## src/rtl/bus_arbiter_rr.sv

```systemverilog
// N-master burst arbiter (round-robin or fixed priority) onto one slave port.
// Also keeps a saturating completed-burst counter and a sticky done flag.
module bus_arbiter_rr #(
    parameter int unsigned N_MASTERS  = 4,
    parameter int unsigned DATA_W     = 32,
    parameter int unsigned LEN_W      = 4,
    parameter bit          PRIO_MODE  = 1'b0,
    parameter int unsigned TXN_TARGET = 0,
    parameter int unsigned CNT_W      = 16,
    localparam int unsigned ID_W      = (N_MASTERS > 1) ? $clog2(N_MASTERS) : 1
) (
    input  logic                          clk,
    input  logic                          rst,
    input  logic [N_MASTERS-1:0]          m_req,
    input  logic [N_MASTERS*LEN_W-1:0]    m_len,
    input  logic [N_MASTERS-1:0]          m_valid,
    input  logic [N_MASTERS*DATA_W-1:0]   m_data,
    output logic [N_MASTERS-1:0]          m_ready,
    output logic [N_MASTERS-1:0]          m_gnt,
    output logic                          s_valid,
    output logic [DATA_W-1:0]             s_data,
    output logic                          s_last,
    output logic [ID_W-1:0]               s_id,
    input  logic                          s_ready,
    output logic [CNT_W-1:0]              txn_count,
    output logic                          done
);

    // Per-master vectors are padded to a power of two so an ID_W-bit index
    // always lands inside the array, including the N_MASTERS=1 case.
    localparam int unsigned NP = 1 << ID_W;

    typedef enum logic [0:0] {IDLE, BURST} state_t;

    state_t            state;
    logic [ID_W-1:0]   rr_ptr;
    logic [LEN_W-1:0]  beats_left;

    logic [NP-1:0]     req_ext;
    logic [NP-1:0]     valid_ext;
    logic [NP-1:0]     ready_ext;
    logic [DATA_W-1:0] data_arr [NP];
    logic [LEN_W-1:0]  len_arr  [NP];

    logic              win_found;
    logic [ID_W-1:0]   win_idx;
    logic [ID_W-1:0]   scan_start;
    logic [ID_W:0]     cand;
    logic              xfer;

    always_comb begin
        req_ext   = NP'(m_req);
        valid_ext = NP'(m_valid);
    end

    for (genvar gi = 0; gi < NP; gi++) begin : g_slice
        if (gi < N_MASTERS) begin : g_real
            assign data_arr[gi] = m_data[gi*DATA_W +: DATA_W];
            assign len_arr[gi]  = m_len[gi*LEN_W +: LEN_W];
        end else begin : g_pad
            assign data_arr[gi] = '0;
            assign len_arr[gi]  = '0;
        end
    end

    // Scan N_MASTERS candidates starting at rr_ptr (or 0 in fixed priority),
    // wrapping modulo N_MASTERS; first requester found wins.
    always_comb begin
        win_found  = 1'b0;
        win_idx    = '0;
        cand       = '0;
        scan_start = PRIO_MODE ? '0 : rr_ptr;
        for (int unsigned i = 0; i < N_MASTERS; i++) begin
            cand = {1'b0, scan_start} + (ID_W+1)'(i);
            if (cand >= (ID_W+1)'(N_MASTERS))
                cand = cand - (ID_W+1)'(N_MASTERS);
            if (!win_found && req_ext[cand[ID_W-1:0]]) begin
                win_found = 1'b1;
                win_idx   = cand[ID_W-1:0];
            end
        end
    end

    always_comb begin
        s_valid   = 1'b0;
        s_data    = '0;
        ready_ext = '0;
        if (state == BURST) begin
            s_valid           = valid_ext[s_id];
            s_data            = data_arr[s_id];
            ready_ext[s_id]   = s_ready;
        end
        m_ready = ready_ext[N_MASTERS-1:0];
        s_last  = (state == BURST) && (beats_left == '0);
        xfer    = s_valid && s_ready;
    end

    always_ff @(posedge clk) begin
        if (rst) begin
            state      <= IDLE;
            rr_ptr     <= '0;
            beats_left <= '0;
            m_gnt      <= '0;
            s_id       <= '0;
            txn_count  <= '0;
            done       <= 1'b0;
        end else begin
            if (TXN_TARGET != 0 && txn_count >= CNT_W'(TXN_TARGET))
                done <= 1'b1;
            case (state)
                IDLE: begin
                    if (win_found) begin
                        state      <= BURST;
                        s_id       <= win_idx;
                        m_gnt      <= N_MASTERS'(1) << win_idx;
                        beats_left <= len_arr[win_idx];
                    end
                end
                BURST: begin
                    if (xfer) begin
                        if (beats_left == '0) begin
                            state  <= IDLE;
                            m_gnt  <= '0;
                            rr_ptr <= (s_id == ID_W'(N_MASTERS-1)) ? '0 : s_id + ID_W'(1);
                            if (txn_count != '1)
                                txn_count <= txn_count + CNT_W'(1);
                        end else begin
                            beats_left <= beats_left - LEN_W'(1);
                        end
                    end
                end
                default: state <= IDLE;
            endcase
        end
    end

endmodule

```

## config.mk

```make
export PLATFORM = sky130hd
export DESIGN_NAME = bus_arbiter_rr
export DESIGN_NICKNAME = d
export VERILOG_FILES = /design/src/rtl/bus_arbiter_rr.sv
export SDC_FILE = /design/constraint.sdc
export NUM_CORES = 1
export LEC_CHECK = 0
export CORE_MARGIN = 4
export CORE_UTILIZATION = 33
export DETAILED_ROUTE_END_ITERATION = 8
export GPL_TIMING_DRIVEN = 0
export MAX_ROUTING_LAYER = met4
export PLACE_DENSITY = 0.8
export SYNTH_ARGS = -nofsm -noshare
export SYNTH_HDL_FRONTEND = slang
export SYNTH_SLANG_ARGS = --single-unit
```

## constraint.sdc

```tcl
create_clock -name clk -period 2.6 [get_ports clk]
set_input_delay 0.52 -clock clk [delete_from_list [all_inputs] [get_ports clk]]
set_output_delay 0.52 -clock clk [all_outputs]
set_load 0.1 [all_outputs]
```

After elaboration in Yosys (flattened, before gate mapping). Index checks and enable logic that the tools add are counted.

RAM bits: 0. Bits in latches: 0. Bits in read-only memories: 0. Memories: 0. Register bits: 29.

Equality and inequality tests: 6. Mux-type cells: 46. Div/mod/pow operators: 0. $add $sub $neg: 10. Bitwise logic cells: 4. $lt $le $gt $ge: 12. Reduce and logical (&&, ||, !) cells: 15. Shift operators: 1. $mul: 0.

Operator list (count): $mux 32 (3); $bmux 32 s2 (1); $mux 4 (9); $mux 2 (9); $add 16x1->16 const B (1); $ne 16x16->1 const B (1); $pmux 4 s2 (2); $ge 3x3->1 const B (5); $lt 2x3->1 const B (5); $mux 1 (14); $bmux 1 s2 (5); $reduce_and 3->1 (3); $bmux 4 s2 (1); $sub 2x1->2 const B (4); $add 2x2->3 const B (2); $logic_and 1x1->1 (6); $not 2->3 (2); $and 4x4->4 (1); $logic_not 4->1 (1); $ne 2x1->1 const B (2); $ne 2x2->1 const B (2); $reduce_and 4->1 (1); $shl 1x2->4 const A (1); $sub 4x1->4 const B (1); 10 further kinds (12).

Longest topological paths before layout.
Depth after elaboration: 20. Gate-level depth with buffers: 8. Mapped depth without buffers: 8.

Least setup slack after synthesis. Ideal clock, no wire load.

Path type: reg-to-output. From: register beats_left[0]. To: output port s_last. Arrival: 2.699 ns. Data required time: 2.080 ns. Path buffers: 0. Stages on the path, launching flop included: 5. Path slack: -0.619 ns. Path through: dfxtp_1 -> inv_1 -> ha_1 -> nand2b_1 -> nor3_1.

Word-level cells in the longest chain between the ends: 2.

RTL lines: start: declaration (RTL line 37) `logic [LEN_W-1:0] beats_left;`; start signal: assignment (RTL line 116) `beats_left <= len_arr[win_idx];`; start signal: assignment (RTL line 128) `beats_left <= beats_left - LEN_W'(1);`; $logic_not 4->1 (RTL line 94) `s_last = (state == BURST) && (beats_left == '0);`; $logic_and 1x1->1 (RTL line 94); end: declaration (RTL line 22) `output logic s_last,`.

Every way passes these cells.

Worst setup path in the final report.
From: input port m_data[98]. To: output port s_data[2].

Word-level cells in the longest chain between the ends: 4.

RTL lines: start: declaration (RTL line 17) `input logic [N_MASTERS*DATA_W-1:0] m_data,`; $bmux 32 s2 (RTL line 90) `s_data = data_arr[s_id];`; $mux 32 (not written as such) (2 in a row) (RTL line 90); $mux 32 (RTL line 88) `if (state == BURST) begin`; end: declaration (RTL line 21) `output logic [DATA_W-1:0] s_data,`.

Every way passes these cells. The select of a mux whose other input is x is not followed.

==> flow_summary.yaml <==
synth:
  synth_compound_area_share_pct: 8.97
  synth-seq-cells: 29
  synth.avg_cell_area_um2: 9.67
  synth_fa_ha_area_share_pct: 2.83
  synth_edf_count: 0
  muxShareOfSynthArea_pct: 33.1
  synth_cell_types: 50
  synth_xor_area_share_pct: 4.30
  synth_area_mm2: 0.00265
  synth-main-ff-cell: "dfxtp_1"
  yosysSeqAreaShare_pct: 21.9
  synth_top_family_by_area: "multiplexers"
  synth_fp_nets: 435
  yosys.area_share.simple_pct: 24.2
  syn_inst: 274
  synth_async_sr_flop_share_pct: 0
  yosys_warnings: 0
cts:
  cts.sinks: 29
  cts-htree-levels: 2
  clk_pin_slew_ns: 0.06
  cts_buffers: 5
  post_cts_buffers: 0
  cts_buffer_depth: 2
  root_buffer: "clkbuf_8"
  clock_latency_ns: 0.28
  cts_tree: "built"
route:
  drc: 0
  wire_per_inst_um: 19.9
  first_iter_violations: 70
  drt-total-wl_um: 11900
  avgViaCountPerCell: 5.26
  num_vias: 3142
  first_pass_iters: 6
  ant_nets: 0
pwr:
  p_clk_share_pct: 21.3
  pwr-share-seq_pct: 24.4
  cellPowerDensity_mw_per_mm2: 394
  p_sw_share_pct: 42.0
  internal-power_mw: 1.14
  peakVddDrop_uv: 301
  finalPower_mw: 1.97
  p_leak_nw: 1.86
  comb_power_share_pct: 54.4
  p_sw_mw: 0.826
placement:
  place_congestion: 0.981
  place_area_mm2: 0.00496
  dp.cells: 590
  dpl.hpwl_um: 9940
  portBuffers: 214
critical_path:
  required_ns: 2.08
  path_cells: "clkdlybuf4s50_1, mux4_2, and2_1, clkdlybuf4s15_2"
  cp_slowest_cell: "clkdlybuf4s15_2"
  setup.worst_path.class: "in -> out"
  arrival_ns: 2.03
  crit-reg2reg-capture: "txn_count[13]$_SDFFE_PP0P_"
  crit_family: "buffers and inverters"
  path_buf_inv: 2
  max_stage_delay_ns: 0.48
  ff2ff_path_depth: 8
  start_kind: "input port"
  crit_fanout: 1
  r2r_start: "beats_left[0]$_SDFFE_PP0P_"
  reg2reg_setup_slack_ns: 0.46
  end_kind: "output port"
die:
  die_h_um: 97.6
  start_util_pct: 34.1
  dieWidth_um: 97.6
  num_rows: 32
  pin_count: 216
  core_mm2: 0.00777
  dieArea_mm2: 0.00952
sta:
  slew_headroom_pct: 34.0
  tightest_slew_ns: 0.986
  skew_ns: 0.00708
  setup_viol: 0
  fin_crit_ns: 2.55
  rsz0062_at_grt: "no"
  setup-tns-final_ns: 0
  final_max_slew_viol_count: 0
  fmax_mhz: 392
  finalHoldViolCount: 0
  finalCritPeriodShare_pct: 98.1
worst_hold_path:
  hold_end: "beats_left[1]$_SDFFE_PP0P_"
  min_from: "beats_left[1]$_SDFFE_PP0P_"
  min_path_type: "reg -> reg"
  hold_depth: 2
final_layout:
  layout_common_cells: "clkdlybuf4s50_1, mux4_2, and2_2, buf_4, dfxtp_1"
  nets: 656
  fin_cells: 597
  syn_to_final_growth_pct: 88.6
  drive_above_1_share_pct: 26.5
  antenna_cells: 0
  final_common_cell: "clkdlybuf4s50_1"
  final_area_mm2: 0.00499
  fill_cells: 646
  final_util_pct: 64.3
global_routing:
  grt_pass1_vias: 3245
  grt_usage_pct: 25.2
  antenna_found_initial: 0
  grt_pass1_wl_um: 18400
  grt_overflow_total: 0
  grt_max_degree: 11
flow_run:
  maxCapViolations: 0
outcome:
  outcome: "complete, no violations"
[worst max path at each step]
stage                                    from                          to  slack (ns)  depth (start not counted)
finish                             m_data[98]                   s_data[2]        0.05                          4
global route                      m_data[127]                  s_data[31]        0.01                          4
detailed placement       s_id[1]$_SDFFE_PP0P_                   s_data[3]       -0.58                          5
floorplan           txn_count[0]$_SDFFE_PP0P_  txn_count[15]$_SDFFE_PP0P_        0.01                          8
CTS                      s_id[1]$_SDFFE_PP0P_                   s_data[3]       -0.08                          5
global placement                   m_data[97]                   s_data[1]       -0.57                          4
[area by class of cell]
type	instances	area, µm²	share of cell area, %
buffer	20	118	2.35
clock buffer	6	93.8	1.88
clock inverter	1	5.00	0.100
inverter	7	26.3	0.526
multi-input combinational	218	1990	39.8
sequential	29	586	11.7
tap	102	128	2.56
timing repair buffer	214	2050	41.1
[layer usage]
| metal | track usage [%] | wire, µm | vias to the layer above |
|---|---|---|---|
| met2 | 43.3 | 6100 | 142 |
| met3 | 6.82 | 900 | 24 |
| met4 | 9.16 | 392 | 0 |
| met1 | 28.0 | 4480 | 1518 |
| li1 | - | - | 1458 |
| met5 | - | 0 | - |
[registers in the layout, summed over array words and instances (netlist names)]
signal      flops
rr_ptr          2
m_gnt           4
txn_count      16
state           1
beats_left      4
s_id            2
[kinds of logic after synthesis]
family | Yosys count
AO/OA/AOI/OAI | 34
XOR/XNOR | 13
adder cells (fa/ha/maj) | 6
buffers and inverters | 27
flip-flops | 29
multiplexers | 46
other | 1
AND/OR/NAND/NOR | 118
[through the flow]
step | hold WS (ns) | worst slack (ns)
floorplan | 0.460 | 0.0149
finish | 0.497 | 0.0484
detailed placement | 0.480 | -0.582
CTS | 0.494 | -0.0842
global route | 0.512 | 0.0120
global placement | 0.480 | -0.572
[cell usage after synthesis (all sizes together), types with 2 or more instances]
| master | n | area share, % |
|---|---|---|
| mux2i | 10 | 3.8 |
| nand2 | 15 | 2.1 |
| inv | 7 | 0.99 |
| nor2 | 26 | 3.7 |
| o21ai | 4 | 0.90 |
| nand4 | 3 | 0.94 |
| and3 | 8 | 1.9 |
| ha | 6 | 2.8 |
| nor3 | 11 | 2.3 |
| nor2b | 4 | 0.94 |
| xnor2 | 12 | 4.0 |
| mux4 | 33 | 28 |
| clkbuf | 10 | 1.4 |
| buf | 10 | 2.1 |
| nand3 | 7 | 1.3 |
| and4 | 3 | 0.99 |
| dfxtp | 29 | 22 |
| mux2 | 3 | 1.3 |
| and2 | 34 | 8.0 |
| nor4 | 2 | 0.71 |
| a21oi | 13 | 2.5 |
| a32oi | 4 | 1.3 |
[worst register-to-register path: cells and delay by family, from the launching register on]
family / cells / cell delay (ns)
adders and majority gates: 1 / 0.21
xor gates and xnor gates: 1 / 0.17
DFF: 1 / 0.33
and+or+nand+nor: 4 / 0.97
buffers and inverters: 2 / 0.35
[power groups by stage]
stage,Clock [mW],Sequential [mW],Combinational [mW]
6_report,0.418,0.479,1.07
5_1_grt,0.443,0.482,1.12
4_1_cts,0.417,0.479,1.07
3_5_place_dp,0,0.488,1.09
3_3_place_gp,0,0.487,1.07
2_1_floorplan,0,0.525,0.645
[timing repair]
item	in CTS	in global routing
endpoints found under the hold margin	0	0
pin swaps	0	0
resized for setup	207	9
hold buffers	0	0
setup endpoints to repair	38	29
Note: power is estimated with default switching activity, not from simulation.
